<file path="src/rtl/dlsc_demosaic_vng_out_stream.sv">
// VNG demosaic output stage: pairs buffered centre pixels with their colour
// corrections, saturates, routes to RGB and streams out with backpressure.
module dlsc_demosaic_vng_out_stream #(
    parameter int DATA   = 8,
    parameter int CDEPTH = 16,
    parameter int PRIME  = 11
) (
    input  logic            clk,
    input  logic            rst,
    input  logic            in_valid,
    output logic            in_ready,
    input  logic [DATA-1:0] in_data,
    input  logic [1:0]      in_color,
    input  logic            in_masked,
    input  logic            in_sof,
    input  logic            diff_valid,
    output logic            diff_ready,
    input  logic [DATA:0]   diff_a,
    input  logic [DATA:0]   diff_b,
    output logic            out_valid,
    input  logic            out_ready,
    output logic [DATA-1:0] out_red,
    output logic [DATA-1:0] out_green,
    output logic [DATA-1:0] out_blue,
    output logic [15:0]     stat_clip
);

    // Every port pair follows valid/ready: a transfer happens on a rising edge
    // where both are high; valid never waits on ready, ready may depend on valid.

    localparam int AW = $clog2(CDEPTH);
    localparam int FW = DATA + 4;
    localparam int PW = (PRIME < 1) ? 1 : $clog2(PRIME + 1);

    // centre FIFO
    logic [FW-1:0]   mem [CDEPTH];
    logic [AW:0]     wr_ptr;
    logic [AW:0]     rd_ptr;
    logic            full;
    logic            empty;
    logic            push;
    logic            pop;
    logic            alive;
    logic [FW-1:0]   head;
    logic            h_sof;
    logic            h_masked;
    logic [1:0]      h_color;
    logic [DATA-1:0] h_data;

    assign empty    = (wr_ptr == rd_ptr);
    assign full     = (wr_ptr[AW] != rd_ptr[AW]) && (wr_ptr[AW-1:0] == rd_ptr[AW-1:0]);
    assign in_ready = alive && !full;
    assign push     = in_valid && in_ready;

    assign head     = mem[rd_ptr[AW-1:0]];
    assign h_sof    = head[DATA+3];
    assign h_masked = head[DATA+2];
    assign h_color  = head[DATA+1:DATA];
    assign h_data   = head[DATA-1:0];

    always_ff @(posedge clk) begin
        if (push) begin
            mem[wr_ptr[AW-1:0]] <= {in_sof, in_masked, in_color, in_data};
        end
    end

    always_ff @(posedge clk) begin
        if (rst) begin
            wr_ptr <= '0;
            rd_ptr <= '0;
            alive  <= 1'b0;
        end else begin
            alive <= 1'b1;
            if (push) wr_ptr <= wr_ptr + 1'b1;
            if (pop)  rd_ptr <= rd_ptr + 1'b1;
        end
    end

    // S1 stage and handshake
    logic              s1_v;
    logic              s1_keep;
    logic [DATA-1:0]   s1_px;
    logic [1:0]        s1_color;
    logic [DATA+1:0]   s1_sum_a;
    logic [DATA+1:0]   s1_sum_b;
    logic              out_move;
    logic              s1_load;

    assign out_move   = !out_valid || out_ready;
    // Dropped entries leave S1 regardless of the output register.
    assign s1_load    = !s1_v || !s1_keep || out_move;
    assign diff_ready = !empty && s1_load;
    assign pop        = diff_valid && diff_ready;

    // priming
    logic [PW-1:0]   prime_cnt;
    logic [PW-1:0]   pop_idx;
    logic [PW-1:0]   prime_next;
    logic            pop_keep;
    logic [DATA+1:0] sum_a;
    logic [DATA+1:0] sum_b;

    assign pop_idx    = h_sof ? '0 : prime_cnt;
    assign pop_keep   = (pop_idx >= PW'(PRIME)) && !h_masked;
    assign prime_next = (pop_idx == PW'(PRIME)) ? pop_idx : pop_idx + PW'(1);
    assign sum_a      = {2'b00, h_data} + {diff_a[DATA], diff_a};
    assign sum_b      = {2'b00, h_data} + {diff_b[DATA], diff_b};

    always_ff @(posedge clk) begin
        if (rst) begin
            prime_cnt <= '0;
            s1_v      <= 1'b0;
            s1_keep   <= 1'b0;
            s1_px     <= '0;
            s1_color  <= '0;
            s1_sum_a  <= '0;
            s1_sum_b  <= '0;
        end else begin
            if (pop) prime_cnt <= prime_next;
            if (s1_load) begin
                s1_v    <= pop;
                s1_keep <= pop && pop_keep;
                if (pop) begin
                    s1_px    <= h_data;
                    s1_color <= h_color;
                    s1_sum_a <= sum_a;
                    s1_sum_b <= sum_b;
                end
            end
        end
    end

    // saturation and colour routing
    function automatic logic [DATA-1:0] sat_val(input logic [DATA+1:0] s);
        if (s[DATA+1])  return '0;
        else if (s[DATA]) return '1;
        else            return s[DATA-1:0];
    endfunction

    logic [DATA-1:0] sat_a;
    logic [DATA-1:0] sat_b;
    logic [1:0]      clip_n;
    logic [DATA-1:0] nxt_red;
    logic [DATA-1:0] nxt_green;
    logic [DATA-1:0] nxt_blue;
    logic [16:0]     stat_sum;
    logic [15:0]     stat_next;

    always_comb begin
        sat_a     = sat_val(s1_sum_a);
        sat_b     = sat_val(s1_sum_b);
        clip_n    = {1'b0, s1_sum_a[DATA+1] | s1_sum_a[DATA]}
                  + {1'b0, s1_sum_b[DATA+1] | s1_sum_b[DATA]};
        nxt_red   = sat_a;
        nxt_green = s1_px;
        nxt_blue  = sat_b;
        case (s1_color)
            2'd0: begin
                nxt_red   = s1_px;
                nxt_green = sat_a;
                nxt_blue  = sat_b;
            end
            2'd3: begin
                nxt_red   = sat_a;
                nxt_green = sat_b;
                nxt_blue  = s1_px;
            end
            default: ;
        endcase
        stat_sum  = {1'b0, stat_clip} + 17'(clip_n);
        stat_next = stat_sum[16] ? 16'hFFFF : stat_sum[15:0];
    end

    always_ff @(posedge clk) begin
        if (rst) begin
            out_valid <= 1'b0;
            out_red   <= '0;
            out_green <= '0;
            out_blue  <= '0;
            stat_clip <= '0;
        end else if (out_move) begin
            out_valid <= s1_v && s1_keep;
            if (s1_v && s1_keep) begin
                out_red   <= nxt_red;
                out_green <= nxt_green;
                out_blue  <= nxt_blue;
                stat_clip <= stat_next;
            end
        end
    end

endmodule
</file>
<file path="config.mk">
export PLATFORM = sky130hd
export DESIGN_NAME = dlsc_demosaic_vng_out_stream
export DESIGN_NICKNAME = d
export VERILOG_FILES = /design/src/rtl/dlsc_demosaic_vng_out_stream.sv
export SDC_FILE = /design/constraint.sdc
export NUM_CORES = 1
export LEC_CHECK = 0
export CORE_MARGIN = 5
export CORE_UTILIZATION = 50
export CTS_CLUSTER_SIZE = 16
export DETAILED_ROUTE_END_ITERATION = 16
export GPL_ROUTABILITY_DRIVEN = 0
export PLACE_DENSITY = 0.7
export SLEW_MARGIN = 20
export SYNTH_ARGS = -nofsm -noshare
export SYNTH_HDL_FRONTEND = slang
export SYNTH_SLANG_ARGS = --single-unit
</file>
<file path="constraint.sdc">
create_clock -name clk -period 4.4 [get_ports clk]
set_clock_uncertainty 0.2 [all_clocks]
set_input_delay 0.66 -clock clk [delete_from_list [all_inputs] [get_ports clk]]
set_output_delay 0.66 -clock clk [all_outputs]
set_load 0.1 [all_outputs]
</file>
* Yosys cells after proc, flatten, opt, wreduce, memory -nomap -nowiden
Memory sizes are Yosys's and may differ from the RTL's. A register that Yosys moved wholly into a read port is not among the register bits. Cells that the tools add are included.
Operators by class: mux-type cells 15, add/subtract/negate cells 7, equal/unequal tests 5, reductions and logical operators 20, bitwise logic cells 2, $lt $le $gt $ge 1
Operator list (number):
- two-way mux 8 bit | 6
- adder 9 x 9 -> 10 bit | 2
- adder 16 x 2 -> 17 bit | 1
- two-way mux 16 bit | 1
- two-way mux 4 bit | 4
- case mux 8 bit (2 select lines) | 1
- adder 5 x 1 -> 5 bit, second input constant | 2
- logical AND 1 bit | 8
- zero test 1 bit | 6
- equality test 5 bit | 1
- adder 4 x 1 -> 4 bit, second input constant | 1
- equality test 4 bit | 1
- equality test 4 bit, second input constant | 1
- greater-or-equal comparator 4 bit, second input constant | 1
- AND reduction 2 bit | 2
- logical OR 1 bit | 3
- two-way mux 1 bit | 3
- adder 1 x 1 -> 2 bit | 1
- equality test 2 bit, second input constant | 1
- zero test 2 bit | 1
- bitwise OR 1 bit | 2
- != test 1 bit | 1
Word-level totals: bits of input ports 35, memories kept 1, RAM bits 192, word-level logic and storage cells 66, bits in registers 88, output and inout port bits 43
Memory list:
- mem | words 16, width 12, rd ports 1, clocked after Yosys merged registers in 1, wr ports 1, RTL line 36 | logic [FW-1:0] mem [CDEPTH];

* Depth between registers and ports, before layout
Gate-level depths: netlist of run 1.
depth after elaboration 7, depth in mapped cells 13

* Worst setup path after synthesis of run 1
No wires, ideal clock.
kind flip-flop to output port, from register wr_ptr[3], to output port in_ready, path slack 0.500 ns, cell stages (with the launch flop) 5, data required time 3.540 ns, data arrival time 3.040 ns, path through dfxtp_1 clkbuf_1 xor2_1 nor4_1 a21boi_0
Between the ends: cells in the longest elaborated chain, start to end 4
Ends and longest elaborated chain:
- start, declared | RTL line 37 | logic [AW:0] wr_ptr;
- start signal, assigned | RTL line 74 | if (push) wr_ptr <= wr_ptr + 1'b1;
- equality test 4 bit | RTL line 51 | assign full = (wr_ptr[AW] != rd_ptr[AW]) && (wr_ptr[AW-1:0] == rd_ptr[AW-1:0]);
- logical AND 1 bit | RTL line 51
- zero test 1 bit | RTL line 52 | assign in_ready = alive && !full;
- logical AND 1 bit | RTL line 52
- end, declared | RTL line 11 | output logic in_ready,
No other way between the ends.

==> summary.txt, run 1 <==
status: completed
CP Buf/Inv Count: 1
Startpoint Class: register
Clock Power Share: 37.1%
Power per Cell Area: 428 nW/um^2
Placed Cells: 1260
Final period util: 82.7%
Sw Ratio: 24.6%
unrepaired setup endpoints after global routing: no
DIE WIDTH: 165 um
CP Capture Type: register
Switch Pwr: 1480 uW
met3 WL: 1270 um
root buf cell: clkbuf_16
fraction of layout cells with a size suffix above 1: 14.0%
Hold Buf Count CTS: 0
Crit path largest cell delay: 0.67 ns
hold depth: 2
metal2 WL: 12100 um
Worst-Skew Late Latency: 0.55 ns
top cells by area in the synthesized netlist: edfxtp_1 48%, dfxtp_1 15%, mux4_2 11%
Flop pwr share: 49.6%
syn avg cell area: 13.5 um^2
most common library cell in the layout ignoring fill and taps: edfxtp_1
CP Data Required Time: 4.66 ns
vias per cell: 5.57
clock sink total: 284
sequential area share after synthesis: 63.7%
vias in the first global route: 7108
post_cts resized: 0
synth warn: 0
r2r worst-path depth: 9
top-area cell type share of the netlist area: 48.3%
DRC violations left: 0
CTS tree: yes
# H-tree levels: 1
final WL: 25200 um
total power: 6010 uW
Slowest-stage cell, CP: dfxtp_4
P&R area growth vs syn: 17.6%
Final Instance Area: 14000 um^2
# setup viols final: 0
first drt pass iteration count: 5
pin count of the biggest net entering global routing: 44
# port buffers: 77
most frequent cells in the layout: 192 x edfxtp_1, 93 x nor2_1, 90 x dfxtp_1, 89 x nand2_1, 74 x clkdlybuf4s50_1
Std-Cell Rows: 56
Ant. Diodes: 0
Critical R2R Capture: s1_sum_a[8]
crit-path most repeated cell: mux4_2
critical path's top delay family: multiplexers
Slew Limit Fails: 0
Achievable Freq: 275 MHz
Critical Path AT: 3.90 ns
synthesized netlist cell count: 881
max-cap viol count: 0
clock buffer count from CTS: 29
minimum clock period: 3.64 ns
vias: 7293
first-pass GRT wire length: 39500 um
Clock Path Buffers: 3
Highest Signal Layer: met4
Post-DP HPWL: 16100 um
starting DRC count in detailed routing: 488
Hold Crit Start: s1_sum_a[3]
Lkg Pwr: 0.00458 uW
post-synth top area cell: edfxtp_1
die height: 165 um
Syn Nets: 944
initial antenna violation count: 0
DR WL/cell: 19.3 um
die area: 27100 um^2
Detail Route Antenna Nets: 0
setup bufs post-CTS: 0
cell chain of the critical path: buf_4 -> mux4_2 -> mux4_2 -> ha_1 -> o21ai_0 -> a21oi_1 -> o41ai_1 -> xor2_1 -> a211oi_1
Top FF cell, synth: edfxtp_1
global route overflow: 0
Worst VDD drop: 0.000342 V
Max-slew headroom: 30.4%
post-layout util: 59.8%
core area: 23500 um^2
Initial Util: 50.9%
EDFF count, synth: 192
Worst-path clk slew: 0.06 ns
# IOs: 78
post-synthesis register bit count: 284
setup TNS: 0 ns
FF-to-FF setup slack: 0.76 ns
Worst Hold Class: register to register
critical-path maximum fanout: 24
Post-DP Area: 13200 um^2
Slew @ Worst Pin: 1.04 ns
wire length on met1: 11300 um
Mapped Area: 11900 um^2
All-Layer GR Usage: 18.9%
CP Class: register to register
post-synth cell types: 47
P_int: 4530 uW
nets: 1035
fin cells: 1310
combinational share of power: 13.3%
Final Hold Fails: 0
Hold Crit Endpoint: s1_sum_a[3]
ys async rst share: 0%
-- flip-flops by register name, indices dropped and copies added (netlist names), 2 cells and up, named ones only --
register,cells
out_green,8
out_blue,8
wr_ptr,5
stat_clip,16
rd_ptr,5
prime_cnt,4
s1_sum_b,10
out_red,8
s1_sum_a,10
s1_px,8
mem,192
s1_color,2
-- worst reg2reg max path, stage by stage (launching register included) --
cell	delay (ns)
dfxtp_4	0.67
buf_4	0.31
mux4_2	0.51
mux4_2	0.53
ha_1	0.34
o21ai_0	0.25
a21oi_1	0.09
o41ai_1	0.33
xor2_1	0.11
a211oi_1	0.22
-- how the worst max path moves through the flow --
stage               startpoint          end  slack, ns  cells after the start
floorplan            wr_ptr[3]     in_ready       0.50                      4
global placement      register  s1_sum_a[8]       0.81                      9
detailed placement    register  s1_sum_a[8]       0.74                      9
CTS                   register  s1_sum_a[8]       0.72                      9
global route          register  s1_sum_a[8]       0.52                      9
finish                register  s1_sum_a[8]       0.76                      9
-- power groups by stage --
stage	Clock [uW]	Combinational, uW	Sequential (uW)
after floorplan	0	632	2990
after global placement	0	791	3030
after detailed placement	0	801	3040
after CTS	2280	804	2980
after global routing	2410	889	2990
final	2230	800	2980
-- Yosys cell counts (all sizes together), types with 2 or more instances --
library cell	instances
edfxtp	192
nor2	93
dfxtp	92
nand2	89
mux4	59
a21oi	56
nor3	41
clkbuf	39
ha	25
o21ai	25
a211oi	23
xor2	18
inv	16
xnor2	13
nand3	12
nand2b	10
nor2b	9
a22oi	8
buf	8
o211ai	7
mux2i	5
nand4	5
or3	5
fa	3
nand4b	3
a211o	2
a21o	2
a31oi	2
and4	2
nand3b	2
nor4	2
o21bai	2
o22ai	2
-- metal layers --
layer / GRT usage, % / up-vias
met5: 0 / -
met4: 4.23 / 0
met3: 2.85 / 32
met2: 31.7 / 186
met1: 26.4 / 3579
li1: - / 3496
-- cells by family (layout without fill, tap and decap cells) --
family	Yosys count	after routing	share of synthesized area (%)
buf+inv	63	173	2.09
compound gates	133	133	6.71
simple gates	278	278	10.5
fa+ha+maj	28	28	3.12
xor+xnor	31	31	2.27
mux	64	64	11.6
flops	284	284	63.7
-- area by class of cell --
cell class | instances | area, um^2
Sequential cell | 284 | 7610
Clock inverter | 17 | 124
Multi-Input combinational cell | 534 | 4110
Fill cell | 1833 | 9430
Timing Repair Buffer | 107 | 998
Inverter | 16 | 60.1
Tap cell | 319 | 399
Clock buffer | 33 | 741
-- metrics by stage --
stage / worst slack (ns) / hold WS (ns)
2_1_floorplan: 0.500 / 0.232
3_3_place_gp: 0.815 / 0.240
3_5_place_dp: 0.739 / 0.245
4_1_cts: 0.720 / 0.252
5_1_grt: 0.517 / 0.268
6_report: 0.761 / 0.249
Power figures use the tool's default switching activity.
==> run 2: changes to the inputs <==
==> constraint.sdc (replaced) <==
create_clock -name clk -period 3.6 [get_ports clk]
set_clock_uncertainty 0.2 [all_clocks]
set_input_delay 0.54 -clock clk [delete_from_list [all_inputs] [get_ports clk]]
set_output_delay 0.54 -clock clk [all_outputs]
set_load 0.1 [all_outputs]
==> run 2 against run 1 <==
Effect of this change: register-to-register slack got worse by 0.58 ns; wire length grew 2.1%; largest power group unchanged; sequential power is 21% higher; non-clock buffer count grew 22; fmax grew 6.5%; critical path depth increased by 1; final cell count rose by 2.0%.
==> summary.txt, run 2 (same netlist as run 1, synthesis figures left out) <==
clock sink total: 284
core area: 23500 um^2
vias in the first global route: 7198
Detail Route Antenna Nets: 0
unrepaired setup endpoints after global routing: no
Ant. Diodes: 0
Slew Limit Fails: 0
pin count of the biggest net entering global routing: 56
Critical Path AT: 3.69 ns
fill cell count: 1803
fraction of layout cells with a size suffix above 1: 16.5%
hold depth: 2
most frequent cells in the layout: 192 x edfxtp_1, 93 x nor2_1, 90 x dfxtp_1, 89 x nand2_1, 74 x clkdlybuf4s50_1
minimum clock period: 3.42 ns
combinational share of power: 13.9%
Max-slew headroom: 33.8%
Final period util: 94.9%
Std-Cell Rows: 56
most common library cell in the layout ignoring fill and taps: edfxtp_1
die height: 165 um
Final Hold Fails: 0
Worst VDD drop: 0.000426 V
critical-path maximum fanout: 8
setup TNS: 0 ns
DRC violations left: 0
vias: 7453
vias per cell: 5.58
DR WL/cell: 19.3 um
Flop pwr share: 46.4%
r2r worst-path depth: 10
All-Layer GR Usage: 19.2%
max-cap viol count: 0
initial antenna violation count: 0
clock buffer count from CTS: 29
# setup viols final: 0
Post-DP HPWL: 16900 um
P&R area growth vs syn: 20.4%
status: completed
Clock Power Share: 39.8%
Switch Pwr: 1860 uW
Slew @ Worst Pin: 0.990 ns
first drt pass iteration count: 5
# IOs: 78
first-pass GRT wire length: 40400 um
P_int: 5920 uW
# port buffers: 77
Power per Cell Area: 541 nW/um^2
nets: 1057
CTS tree: yes
Lkg Pwr: 0.00479 uW
Achievable Freq: 293 MHz
global route overflow: 0
CP Data Required Time: 3.88 ns
final WL: 25800 um
Startpoint Class: register
Worst-path clk slew: 0.06 ns
Clock Path Buffers: 3
Sw Ratio: 23.9%
Hold Buf Count CTS: 0
final hold slack: 0.252 ns
Worst Hold Class: register to register
starting DRC count in detailed routing: 670
max reg flops: 192
Initial Util: 50.9%
root buf cell: clkbuf_16
CP Capture Type: register
Worst-Skew Late Latency: 0.55 ns
CP Class: register to register
# H-tree levels: 1
die area: 27100 um^2
DIE WIDTH: 165 um
-- run 2: cell types whose count changed in the layout (fill, tap and decap cells not counted), sizes merged --
cell	before	now
buf	33	55
bufinv	1	5
clkinvlp	5	2
clkinv	9	11
clkbuf	33	34
-- run 2: final cells by class --
type / instances / area [um^2] / share of cell area [%]
Clock buffer: 34 / 756 / 5.26
Clock inverter: 20 / 240 / 1.67
Inverter: 16 / 60.1 / 0.418
Multi-Input combinational cell: 534 / 4120 / 28.6
Sequential cell: 284 / 7610 / 53.0
Tap cell: 319 / 399 / 2.78
Timing Repair Buffer: 129 / 1190 / 8.27
-- run 2: worst paths after layout --
path | slack, ns | from | end
worst max-delay path | 0.18 | register | s1_sum_a[9]
worst min-delay path | 0.25 | s1_sum_b[3] | s1_sum_b[3]
worst max register to register | 0.18 | register | s1_sum_a[9]
worst min register to register | 0.25 | s1_sum_b[3] | s1_sum_b[3]
-- run 2: critical path, stage by stage, from the launching register on --
cell,delay (ns)
dfxtp_4,0.42
buf_4,0.17
mux4_2,0.50
mux4_2,0.59
ha_1,0.34
a211oi_1,0.40
o211ai_1,0.17
o211ai_1,0.14
nand2b_1,0.16
nand4b_1,0.11
a21oi_1,0.14
-- run 2: what timing repair did --
action	CTS	global route
setup endpoints to repair	0	3
gates resized for setup	0	1
setup buffers	0	7
-- run 2: per-layer routing --
layer  global-route usage [%]  part of all wire [%]
met1                     26.7                    44
met2                     32.1                    48
met3                     3.14                   6.0
met4                     4.46                   2.3
met5                        0                     0
-- run 2: power groups by stage --
stage	Clock, uW	Sequential [uW]	Combinational [uW]
2_1_floorplan	0	3650	773
3_5_place_dp	0	3690	1040
4_1_cts	3160	3620	1050
6_report	3090	3610	1080
5_1_grt	3310	3620	1190
3_3_place_gp	0	3680	1030
-- run 2: metrics by stage --
stage | setup WS, ns | total power, uW | std cells | cell area, um^2 | util (%)
after global routing | 0.0172 | 8120 | 1336 | 14400 | 61.2
after CTS | 0.139 | 7820 | 1329 | 14300 | 61.0
after global placement | 0.203 | 4710 | 1275 | 13300 | 56.7
final | 0.184 | 7780 | 1336 | 14400 | 61.2
after floorplan | 0.0991 | 4420 | 881 | 11900 | -
after detailed placement | 0.170 | 4730 | 1275 | 13300 | 56.7
==> run 3: changes to the inputs <==
--- a/config.mk
+++ b/config.mk
@@ -5,7 +5,7 @@
 export SDC_FILE = /design/constraint.sdc
 export NUM_CORES = 1
 export LEC_CHECK = 0
-export CORE_MARGIN = 5
+export CORE_MARGIN = 2
 export CORE_UTILIZATION = 50
 export CTS_CLUSTER_SIZE = 16
 export DETAILED_ROUTE_END_ITERATION = 16
==> constraint.sdc (replaced) <==
create_clock -name clk -period 4.3 [get_ports clk]
set_clock_uncertainty 0.2 [all_clocks]
set_input_delay 0.645 -clock clk [delete_from_list [all_inputs] [get_ports clk]]
set_output_delay 0.645 -clock clk [all_outputs]
set_load 0.1 [all_outputs]
==> run 3 against run 2 <==
Effect of this change: combinational power decreased by 24%; utilization decreased by 1.0 points; via count decreased by 1.4%; worst setup slack improved by 0.41 ns; critical endpoint is now s1_sum_a[8].
==> summary.txt, run 3 (same netlist as run 1, synthesis figures left out) <==
Ant. Diodes: 0
All-Layer GR Usage: 20.5%
fraction of layout cells with a size suffix above 1: 14.5%
CTS tree: yes
Achievable Freq: 270 MHz
wire length on met1: 10800 um
Final period util: 86.3%
Max-slew headroom: 34.1%
Post-DP HPWL: 16100 um
crit-path most repeated cell: mux4_2
global route overflow: 0
final WL: 25000 um
Lkg Pwr: 0.00463 uW
Worst-Skew Late Latency: 0.55 ns
vias per cell: 5.59
nets: 1036
critical-path maximum fanout: 27
CP Capture Type: register
die area: 25100 um^2
vias in the first global route: 7163
Std-Cell Rows: 56
die height: 159 um
DIE WIDTH: 159 um
clock buffer count from CTS: 29
Crit path largest cell delay: 0.69 ns
root buf cell: clkbuf_16
cell chain of the critical path: buf_4 -> mux4_2 -> mux4_2 -> ha_1 -> o21ai_0 -> a21oi_1 -> o41ai_1 -> xor2_1 -> a211oi_1
combinational share of power: 12.8%
most frequent cells in the layout: 192 x edfxtp_1, 93 x nor2_1, 90 x dfxtp_1, 89 x nand2_1, 74 x clkdlybuf4s50_1
first drt pass iteration count: 5
DRC violations left: 0
minimum clock period: 3.71 ns
post_cts resized: 0
Hold Buf Count CTS: 0
vias: 7347
Switch Pwr: 1550 uW
unrepaired setup endpoints after global routing: no
Critical Path AT: 3.98 ns
Flop pwr share: 47.9%
setup bufs post-CTS: 0
Hold Crit Endpoint: out_green[7]
# setup viols final: 0
Power per Cell Area: 451 nW/um^2
# port buffers: 77
critical path's top delay family: multiplexers
Sw Ratio: 24.2%
Highest Signal Layer: met4
Slew Limit Fails: 0
Final Hold Fails: 0
# IOs: 78
setup TNS: 0 ns
Final WS setup: 0.591 ns
# H-tree levels: 1
FF-to-FF setup slack: 0.59 ns
P&R area growth vs syn: 18.4%
CP Class: register to register
CP Data Required Time: 4.57 ns
CP Buf/Inv Count: 1
starting DRC count in detailed routing: 582
Worst VDD drop: 0.000349 V
initial antenna violation count: 0
r2r worst-path depth: 9
Slowest-stage cell, CP: dfxtp_4
Hold Crit Start: out_green[7]
pre-CTS WS: 0.564 ns
P_int: 4830 uW
first-pass GRT wire length: 38900 um
Clock Path Buffers: 3
Startpoint Class: register
clock sink total: 284
DR WL/cell: 19.0 um
max reg flops: 192
pin count of the biggest net entering global routing: 47
Slew @ Worst Pin: 0.985 ns
post-layout util: 60.2%
Critical R2R Capture: s1_sum_a[8]
Worst-path clk slew: 0.06 ns
core area: 23500 um^2
Initial Util: 50.9%
Worst Hold Class: register to register
status: completed
most common library cell in the layout ignoring fill and taps: edfxtp_1
Clock Power Share: 39.3%
hold depth: 2
metal2 WL: 12200 um
max-cap viol count: 0
met3 WL: 1300 um
Detail Route Antenna Nets: 0
[run 3: cell types whose count changed in the layout (fill, tap and decap cells not counted), sizes merged]
cell	delta
clkinv	-1
clkinvlp	+2
buf	-21
bufinv	-1
[run 3: tightest hold or removal path: stages (launching register included)]
cell	delay, ns
dfxtp_1	0.31
nand2_1	0.05
a21oi_1	0.05
[run 3: worst max-delay path by stage]
| stage | end | slack, ns | cells past startpoint |
|---|---|---|---|
| after floorplan | in_ready | 0.42 | 4 |
| after global placement | s1_sum_a[8] | 0.59 | 9 |
| after detailed placement | s1_sum_a[8] | 0.56 | 9 |
| after CTS | s1_sum_a[8] | 0.53 | 9 |
| after global routing | s1_sum_a[8] | 0.25 | 9 |
| final | s1_sum_a[8] | 0.59 | 9 |
[run 3: metal layers]
layer | vias up | GRT usage (%)
met5 | - | 0
met4 | 0 | 6.31
met3 | 49 | 2.75
met2 | 203 | 35.2
met1 | 3602 | 27.3
li1 | 3493 | -
[run 3: metrics by stage]
stage	hold slack (ns)	power [uW]	area (um^2)	cells
floorplan	0.232	3700	11900	881
global placement	0.240	3910	13200	1261
detailed placement	0.246	3930	13200	1261
CTS	0.254	6430	14100	1315
global route	0.268	6630	14100	1315
finish	0.251	6380	14100	1315
[run 3: final cells by class]
class / instances / area [um^2]
clock buffer: 34 / 744
fill: 1804 / 9340
timing repair buffer: 108 / 993
inverter: 16 / 60.1
clock inverter: 20 / 218
multi-input combinational: 534 / 4110
sequential: 284 / 7610
tap: 319 / 399
[run 3: power groups by stage]
stage	logic, uW	clock network [uW]	registers, uW
CTS	819	2560	3050
finish	816	2510	3050
floorplan	647	0	3060
global route	903	2660	3060
global placement	805	0	3110
detailed placement	814	0	3110
